## src/rtl/seg_scan_controller_if.sv

```systemverilog
// Display-side bundle: scan enable, frame data in, anode/segment drive out.
// Latency: none (wires only).
// Backpressure: none; the display consumes one digit slot per dwell period.
// Ports: en, digits[31:0], digit_mask, blink_mask, dp, lz_en  (master -> slave)
//        AN, SEG, frame_start, blink_phase                     (slave -> master)
interface seg_scan_controller_if;
    logic        en;
    logic [31:0] digits;
    logic [7:0]  digit_mask;
    logic [7:0]  blink_mask;
    logic [7:0]  dp;
    logic        lz_en;
    logic [7:0]  AN;
    logic [7:0]  SEG;
    logic        frame_start;
    logic        blink_phase;

    modport master (
        output en, digits, digit_mask, blink_mask, dp, lz_en,
        input  AN, SEG, frame_start, blink_phase
    );

    modport slave (
        input  en, digits, digit_mask, blink_mask, dp, lz_en,
        output AN, SEG, frame_start, blink_phase
    );
endinterface

```

## src/rtl/seg_scan_controller.sv

```systemverilog
// 8-digit common-anode 7-seg scanner: blank slot + dwell slot per digit, per-frame snapshot.
// Latency: AN/SEG registered with the state, valid in the same cycle as the state they describe.
// Backpressure: none; en=0 parks the sequencer (dark), en rising restarts at digit 0.
// Ports: clk1000Hz (scan clock), rst_n (async active-low), bus (slave modport of
//        seg_scan_controller_if: display data/controls in, AN/SEG/frame_start/blink_phase out).
module seg_scan_controller #(
    parameter int BLANK_CYC    = 1,
    parameter int DWELL_CYC    = 1,
    parameter int BLINK_FRAMES = 32
) (
    input  logic                   clk1000Hz,
    input  logic                   rst_n,
    seg_scan_controller_if.slave   bus
);
    localparam int CMAX = (BLANK_CYC > DWELL_CYC) ? BLANK_CYC : DWELL_CYC;
    localparam int CW   = (CMAX > 1) ? $clog2(CMAX) : 1;
    localparam int FW   = (BLINK_FRAMES > 1) ? $clog2(BLINK_FRAMES) : 1;

    typedef enum logic {ST_BLANK = 1'b0, ST_SHOW = 1'b1} state_t;

    state_t          state_q, state_d;
    logic [2:0]      idx_q, idx_d;
    logic [CW-1:0]   cnt_q, cnt_d;
    logic            park_q, park_d;
    logic [FW-1:0]   fcnt_q, fcnt_d;
    logic            bp_q, bp_d;
    logic [7:0]      an_q, an_d;
    logic [7:0]      seg_q, seg_d;
    logic            fs_q, fs_d;
    logic            snap_en;

    logic [31:0]     snap_dig_q;
    logic [7:0]      snap_mask_q, snap_blink_q, snap_dp_q, lzsup_q;
    logic [7:0]      lzsup_d;

    logic [3:0]      cur_dig;
    logic            cur_vis;

    function automatic logic [6:0] seg7(input logic [3:0] v);
        case (v)
            4'h0: seg7 = 7'h40;  4'h1: seg7 = 7'h79;  4'h2: seg7 = 7'h24;  4'h3: seg7 = 7'h30;
            4'h4: seg7 = 7'h19;  4'h5: seg7 = 7'h12;  4'h6: seg7 = 7'h02;  4'h7: seg7 = 7'h78;
            4'h8: seg7 = 7'h00;  4'h9: seg7 = 7'h10;  4'hA: seg7 = 7'h08;  4'hB: seg7 = 7'h03;
            4'hC: seg7 = 7'h46;  4'hD: seg7 = 7'h21;  4'hE: seg7 = 7'h06;  default: seg7 = 7'h0E;
        endcase
    endfunction

    // Leading zeros from the live inputs; only latched when a snapshot is taken.
    // Digit 0 is excluded so an all-zero value still shows a single "0".
    always_comb begin
        logic zero_run;
        lzsup_d  = '0;
        zero_run = 1'b1;
        for (int i = 7; i >= 1; i--) begin
            zero_run   = zero_run & (bus.digits[i*4 +: 4] == 4'h0);
            lzsup_d[i] = bus.lz_en & zero_run;
        end
    end

    always_comb begin
        state_d = state_q;
        idx_d   = idx_q;
        cnt_d   = cnt_q;
        park_d  = park_q;
        fcnt_d  = fcnt_q;
        bp_d    = bp_q;
        fs_d    = 1'b0;
        snap_en = 1'b0;
        an_d    = 8'hFF;
        seg_d   = 8'hFF;
        cur_dig = '0;
        cur_vis = 1'b0;

        if (!bus.en) begin
            state_d = ST_BLANK;
            idx_d   = '0;
            cnt_d   = '0;
            park_d  = 1'b1;
        end else if (park_q) begin
            // Leaving reset/park: start a fresh frame without counting a wrap.
            state_d = ST_BLANK;
            idx_d   = '0;
            cnt_d   = '0;
            park_d  = 1'b0;
            snap_en = 1'b1;
            fs_d    = 1'b1;
        end else begin
            case (state_q)
                ST_BLANK: begin
                    if (cnt_q == CW'(BLANK_CYC - 1)) begin
                        state_d = ST_SHOW;
                        cnt_d   = '0;
                    end else begin
                        cnt_d = cnt_q + 1'b1;
                    end
                end
                default: begin
                    if (cnt_q == CW'(DWELL_CYC - 1)) begin
                        state_d = ST_BLANK;
                        cnt_d   = '0;
                        idx_d   = idx_q + 3'd1;
                        if (idx_q == 3'd7) begin
                            snap_en = 1'b1;
                            fs_d    = 1'b1;
                            if (fcnt_q == FW'(BLINK_FRAMES - 1)) begin
                                fcnt_d = '0;
                                bp_d   = ~bp_q;
                            end else begin
                                fcnt_d = fcnt_q + 1'b1;
                            end
                        end
                    end else begin
                        cnt_d = cnt_q + 1'b1;
                    end
                end
            endcase
        end

        // Snapshot and blink phase only move on BLANK entry, so current values
        // are the right ones whenever the next state is SHOW.
        if (state_d == ST_SHOW) begin
            cur_dig = snap_dig_q[idx_d*4 +: 4];
            cur_vis = snap_mask_q[idx_d] & ~(snap_blink_q[idx_d] & bp_q) & ~lzsup_q[idx_d];
            if (cur_vis) begin
                an_d  = ~(8'd1 << idx_d);
                seg_d = {~snap_dp_q[idx_d], seg7(cur_dig)};
            end
        end
    end

    always_ff @(posedge clk1000Hz or negedge rst_n) begin
        if (!rst_n) begin
            state_q <= ST_BLANK;
            idx_q   <= '0;
            cnt_q   <= '0;
            park_q  <= 1'b1;
            fcnt_q  <= '0;
            bp_q    <= 1'b0;
            an_q    <= 8'hFF;
            seg_q   <= 8'hFF;
            fs_q    <= 1'b0;
        end else begin
            state_q <= state_d;
            idx_q   <= idx_d;
            cnt_q   <= cnt_d;
            park_q  <= park_d;
            fcnt_q  <= fcnt_d;
            bp_q    <= bp_d;
            an_q    <= an_d;
            seg_q   <= seg_d;
            fs_q    <= fs_d;
        end
    end

    always_ff @(posedge clk1000Hz or negedge rst_n) begin
        if (!rst_n) begin
            snap_dig_q   <= '0;
            snap_mask_q  <= '0;
            snap_blink_q <= '0;
            snap_dp_q    <= '0;
            lzsup_q      <= '0;
        end else if (snap_en) begin
            snap_dig_q   <= bus.digits;
            snap_mask_q  <= bus.digit_mask;
            snap_blink_q <= bus.blink_mask;
            snap_dp_q    <= bus.dp;
            lzsup_q      <= lzsup_d;
        end
    end

    assign bus.AN          = an_q;
    assign bus.SEG         = seg_q;
    assign bus.frame_start = fs_q;
    assign bus.blink_phase = bp_q;
endmodule

```

## src/flat_wrapper.sv

```systemverilog
// flat-port wrapper written by rule: the top's interface ports become plain ports
module seg_scan_controller_flat 
#(
    parameter int BLANK_CYC    = 1,
    parameter int DWELL_CYC    = 1,
    parameter int BLINK_FRAMES = 32
)
  (clk1000Hz, rst_n, bus_en, bus_digits, bus_digit_mask, bus_blink_mask, bus_dp, bus_lz_en, bus_AN, bus_SEG, bus_frame_start, bus_blink_phase);
  seg_scan_controller_if bus_i ();
  input  logic clk1000Hz;
  input  logic rst_n;
  input wire logic [$bits(bus_i.en)-1:0] bus_en;
  input wire logic [$bits(bus_i.digits)-1:0] bus_digits;
  input wire logic [$bits(bus_i.digit_mask)-1:0] bus_digit_mask;
  input wire logic [$bits(bus_i.blink_mask)-1:0] bus_blink_mask;
  input wire logic [$bits(bus_i.dp)-1:0] bus_dp;
  input wire logic [$bits(bus_i.lz_en)-1:0] bus_lz_en;
  output wire logic [$bits(bus_i.AN)-1:0] bus_AN;
  output wire logic [$bits(bus_i.SEG)-1:0] bus_SEG;
  output wire logic [$bits(bus_i.frame_start)-1:0] bus_frame_start;
  output wire logic [$bits(bus_i.blink_phase)-1:0] bus_blink_phase;
  assign bus_i.en = bus_en;
  assign bus_i.digits = bus_digits;
  assign bus_i.digit_mask = bus_digit_mask;
  assign bus_i.blink_mask = bus_blink_mask;
  assign bus_i.dp = bus_dp;
  assign bus_i.lz_en = bus_lz_en;
  assign bus_AN = bus_i.AN;
  assign bus_SEG = bus_i.SEG;
  assign bus_frame_start = bus_i.frame_start;
  assign bus_blink_phase = bus_i.blink_phase;
  seg_scan_controller #(.BLANK_CYC(BLANK_CYC), .DWELL_CYC(DWELL_CYC), .BLINK_FRAMES(BLINK_FRAMES)) u_core (.clk1000Hz(clk1000Hz), .rst_n(rst_n), .bus(bus_i));
endmodule
```

## config.mk

```make
export PLATFORM = sky130hd
export DESIGN_NAME = seg_scan_controller_flat
export DESIGN_NICKNAME = d
export VERILOG_FILES = /design/src/rtl/seg_scan_controller_if.sv /design/src/rtl/seg_scan_controller.sv /design/src/flat_wrapper.sv
export SDC_FILE = /design/constraint.sdc
export NUM_CORES = 1
export LEC_CHECK = 0
export CAP_MARGIN = 40
export CORE_MARGIN = 5
export CORE_UTILIZATION = 53
export DETAILED_ROUTE_END_ITERATION = 8
export HOLD_SLACK_MARGIN = 0.03
export PLACE_DENSITY = 0.87
export SYNTH_ARGS = -nofsm -noshare
export SYNTH_HDL_FRONTEND = slang
export SYNTH_SLANG_ARGS = --single-unit
```

## constraint.sdc

```tcl
create_clock -name clk1000Hz -period 3.3 [get_ports clk1000Hz]
set_input_delay 0.66 -clock clk1000Hz [delete_from_list [all_inputs] [get_ports clk1000Hz]]
set_output_delay 0.66 -clock clk1000Hz [all_outputs]
set_load 0.01 [all_outputs]
```

==> impl_metrics.yaml, run 1 <==
min_path:
  min_path_type: "input port to asynchronous set/reset pin"
sta:
  fmax_mhz: 333
  rsz_0062_raised_after_global_routing: "false"
  final_slew_violations: 0
  finalSetupTns_ns: 0
  max-slew-margin-rel_pct: 49.3
  finalSetupViolCount: 0
  layout_min_cycle_time_ns: 3.00
  layout_worst_path_cycle_share_pct: 91.1
  fin_worst_skew_ns: 0.0132
  fin_worst_hold_slack_ns: 0.270
  final-hold-violation-count: 0
  transition_time_at_the_pin_with_the_least_slew_margin_ns: 0.753
clock_network:
  cts_inserted_buffers: 9
  cts-root-to-sink-buffers: 2
  cts.reportedPaths.clkPinSlew_ns: 0.09
  tritoncts_num_sinks: 91
  post-cts-setup-buffers: 0
  root_buffer_selected_by_cts: "clkbuf_8"
  ctsHtreeMaxLevel: 3
  clk-insertion-delay-late_ns: 0.37
  hold_buf_cts: 0
  resized_after_cts: 0
  clock_tree_from_tritoncts: "yes"
die:
  design.die.area_mm2: 0.0101
  die_h_um: 100
  top_level_ports: 78
  die_width_um: 100
  number_of_cell_rows: 33
  floorplan.core_area_mm2: 0.00809
  start_util_pct: 53.5
pwr:
  max-vdd-ir-drop_mv: 0.215
  clock_power_share_pct: 28.9
  power_density_mw_per_mm2: 434
  power.switching_fraction_pct: 28.6
  share_comb_of_total_power_pct: 17.0
  netSwitchingPower_uw: 674
  power.sequential.fraction_pct: 54.1
  p_leak_nw: 2.56
  p_int_mw: 1.69
synth:
  synth-seq-area-share_pct: 53.1
  postSynthCellCount: 462
  synthesis.area_per_instance_um2: 9.37
  yosys_warnings: 0
  ys_ff_latch: 91
  synth_ff_type: "dfrtp_1"
  fraction_of_synthesis_flops_using_an_asynchronous_set_or_reset_pin_pct: 100
  area_share_of_fa_ha_maj_cells_after_synthesis_pct: 3.18
  post_synth_net_total: 533
  yosys.area_share.simple_pct: 24.7
  synth_xor_xnor_area_share_pct: 0.405
  synth_top_family_by_area: "simple AND/OR/NAND/NOR gates"
  synth_enable_flop_cells: 0
  yosysUniqueCellTypes: 58
  synthMuxAreaShare_pct: 6.24
  area_of_the_mapped_netlist_mm2: 0.00433
  compound_cell_area_share_of_the_yosys_netlist_pct: 8.21
grt:
  via_count_of_the_first_global_routing_pass: 3599
  groute.usage.overall_pct: 22.1
  global_route.overflow_total: 0
  number_of_antenna_violations_at_the_first_check_in_global_routing: 0
  largest_net_degree_at_the_start_of_global_routing: 64
  grt_first_pass_wirelength_mm: 17.3
detailed_routing:
  average_detailed_routed_wire_length_per_instance_um: 16.2
  route.detailed.vias_per_inst: 5.52
  detail_route.wirelength_mm: 10.6
  detail_route.first_pass.iterations: 5
  drtAntennaViolNets: 0
  drt_iter0_drc: 249
  drcViolationCount: 0
  via_count: 3610
critical_path:
  crit-reg2reg-capture: "u_core.bus.SEG[0]$_DFF_PN1_"
  path_class: "flip-flop to flip-flop"
  maximum_fanout_along_the_worst_path: 10
  path_depth_of_the_worst_reg2reg_path: 11
  worstSetupStartpointType: "flip-flop"
  worst-endpoint-arrival_ns: 3.25
  cp_data_required_time_ns: 3.55
  ff2ff_setup_slack_ns: 0.30
  r2r_start: "u_core.idx_q[0]$_DFF_PN0_"
  worstSetupEndpointType: "flip-flop"
cells_and_area:
  antenna-diode-count: 0
  final_nets: 616
  stdcell_count: 654
  area_added_between_synthesis_and_finish_pct: 25.6
  layout-drive-gt1-share_pct: 13.5
placed_design:
  dp_hpwl_mm: 7.98
  dp.cells: 639
  port-buffer-count: 77
  routabilityCongestion: 0.966
flow_run:
  max_cap_viol_count: 0
status:
  run_status: "finished clean"
==> worst max path at each step <==
stage | start | end | slack (ns)
after floorplan | u_core.idx_q[0]$_DFF_PN0_ | u_core.bus.SEG[3]$_DFF_PN1_ | 0.45
after global placement | bus_en | u_core.bus.SEG[3]$_DFF_PN1_ | 0.11
after detailed placement | bus_en | u_core.bus.SEG[0]$_DFF_PN1_ | 0.03
after CTS | u_core.idx_q[0]$_DFF_PN0_ | u_core.bus.SEG[0]$_DFF_PN1_ | 0.32
after global routing | u_core.idx_q[0]$_DFF_PN0_ | u_core.bus.SEG[0]$_DFF_PN1_ | 0.08
final | u_core.idx_q[0]$_DFF_PN0_ | u_core.bus.SEG[0]$_DFF_PN1_ | 0.30
==> power groups by stage <==
stage / logic [mW] / clock network [mW] / registers [mW]
after floorplan: 0.222 / 0 / 1.27
after global placement: 0.383 / 0 / 1.29
after detailed placement: 0.400 / 0 / 1.30
after CTS: 0.403 / 0.695 / 1.28
after global routing: 0.447 / 0.746 / 1.28
final: 0.401 / 0.681 / 1.28
==> metrics by stage <==
stage	setup slack, ns	area [um^2]	total power [mW]	utilization [%]
final	0.295	5440	2.36	67.2
after global routing	0.0829	5440	2.48	67.2
after CTS	0.319	5440	2.37	67.2
after detailed placement	0.0260	5260	1.70	65.0
after global placement	0.111	5260	1.68	65.0
after floorplan	0.449	4330	1.49	-
==> area by class of cell <==
type / instances / area, um^2
inverter: 13 / 51.3
multi-input combinational: 336 / 1860
clock buffer: 9 / 124
timing repair buffer: 94 / 921
fill: 660 / 2660
clock inverter: 6 / 50.0
tap: 105 / 131
sequential: 91 / 2300
==> cell usage after synthesis (5+ instances only) <==
cell,instances,area (um^2)
nand3_1,14,70.1
ha_1,11,138
mux2_2,10,113
nand2_1,190,713
buf_6,5,56.3
nor2_1,5,18.8
mux2i_1,8,80.1
o211ai_1,5,37.5
dfstp_2,17,447
o21ai_0,18,90.1
clkbuf_1,13,48.8
nor4_1,5,31.3
dfrtp_1,74,1850
inv_1,11,41.3
==> cell families (layout without fill, tap and decap cells) <==
family,count (synthesis),in the layout
compound gates,52,52
xor+xnor,2,2
fa+ha+maj,11,11
buf+inv,35,122
flops,91,91
mux,23,23
simple gates,248,248
==> worst max-delay path, cell delays in order (launching register included) <==
cell,delay (ns)
dfrtp_1,0.46
ha_1,0.40
mux2_4,0.22
nand2_4,0.07
inv_4,0.12
mux2_2,0.35
a222oi_1,0.22
mux2i_1,0.21
ha_1,0.28
or3_1,0.39
o21ai_0,0.07
o21ai_0,0.11
==> layout by cell type (no fill, tap or decap), drive strengths merged, types with 2 or more instances in the layout <==
master	count
nand2b	3
inv	15
nor2b	4
nor3b	2
nor3	2
or4	3
nand3b	2
nor4	5
clkinv	2
dfrtp	74
o211ai	5
o22ai	3
o31ai	3
nand3	14
clkbuf	9
mux2	13
a221o	2
and3	3
clkinvlp	2
mux2i	9
nand4	4
and2	2
a211oi	2
a21oi	5
buf	18
nand2	192
dfstp	17
clkdlybuf4s50	76
nor2	5
ha	11
nand4b	2
xnor2	2
a222oi	3
o21ai	20
o221ai	2
==> flip-flops by register name, indices dropped and copies added, names as in the netlist <==
register and count:
u_core.bus.AN 8, u_core.bus.SEG 8, u_core.bus.blink_phase 1, u_core.bus.frame_start 1, u_core.fcnt_q 5, u_core.idx_q 3, u_core.lzsup_q 7, u_core.park_q 1
u_core.snap_blink_q 8, u_core.snap_dig_q 32, u_core.snap_dp_q 8, u_core.snap_mask_q 8, u_core.state_q 1
==> per-layer routing <==
| metal | routed length [um] | vias to the layer above | global-route usage [%] |
|---|---|---|---|
| met5 | 0 | - | 0 |
| met4 | 201 | 0 | 8.39 |
| met3 | 625 | 22 | 4.45 |
| met2 | 5540 | 128 | 37.5 |
| met1 | 4250 | 1756 | 28.0 |
| li1 | - | 1704 | - |
No activity file was read; power rests on OpenSTA's default activity.
==> inputs of run 2 (changes only) <==
- CAP_MARGIN: 40 -> 5
==> results of run 2 <==
No change in the layout: final DEF, timing and power equal those of run 1.
==> inputs of run 3 (changes only) <==
- SKIP_LAST_GASP: not set -> 1
- TNS_END_PERCENT: not set -> 100
==> results of run 3 <==
No change in the layout: final DEF, timing and power equal those of run 1.
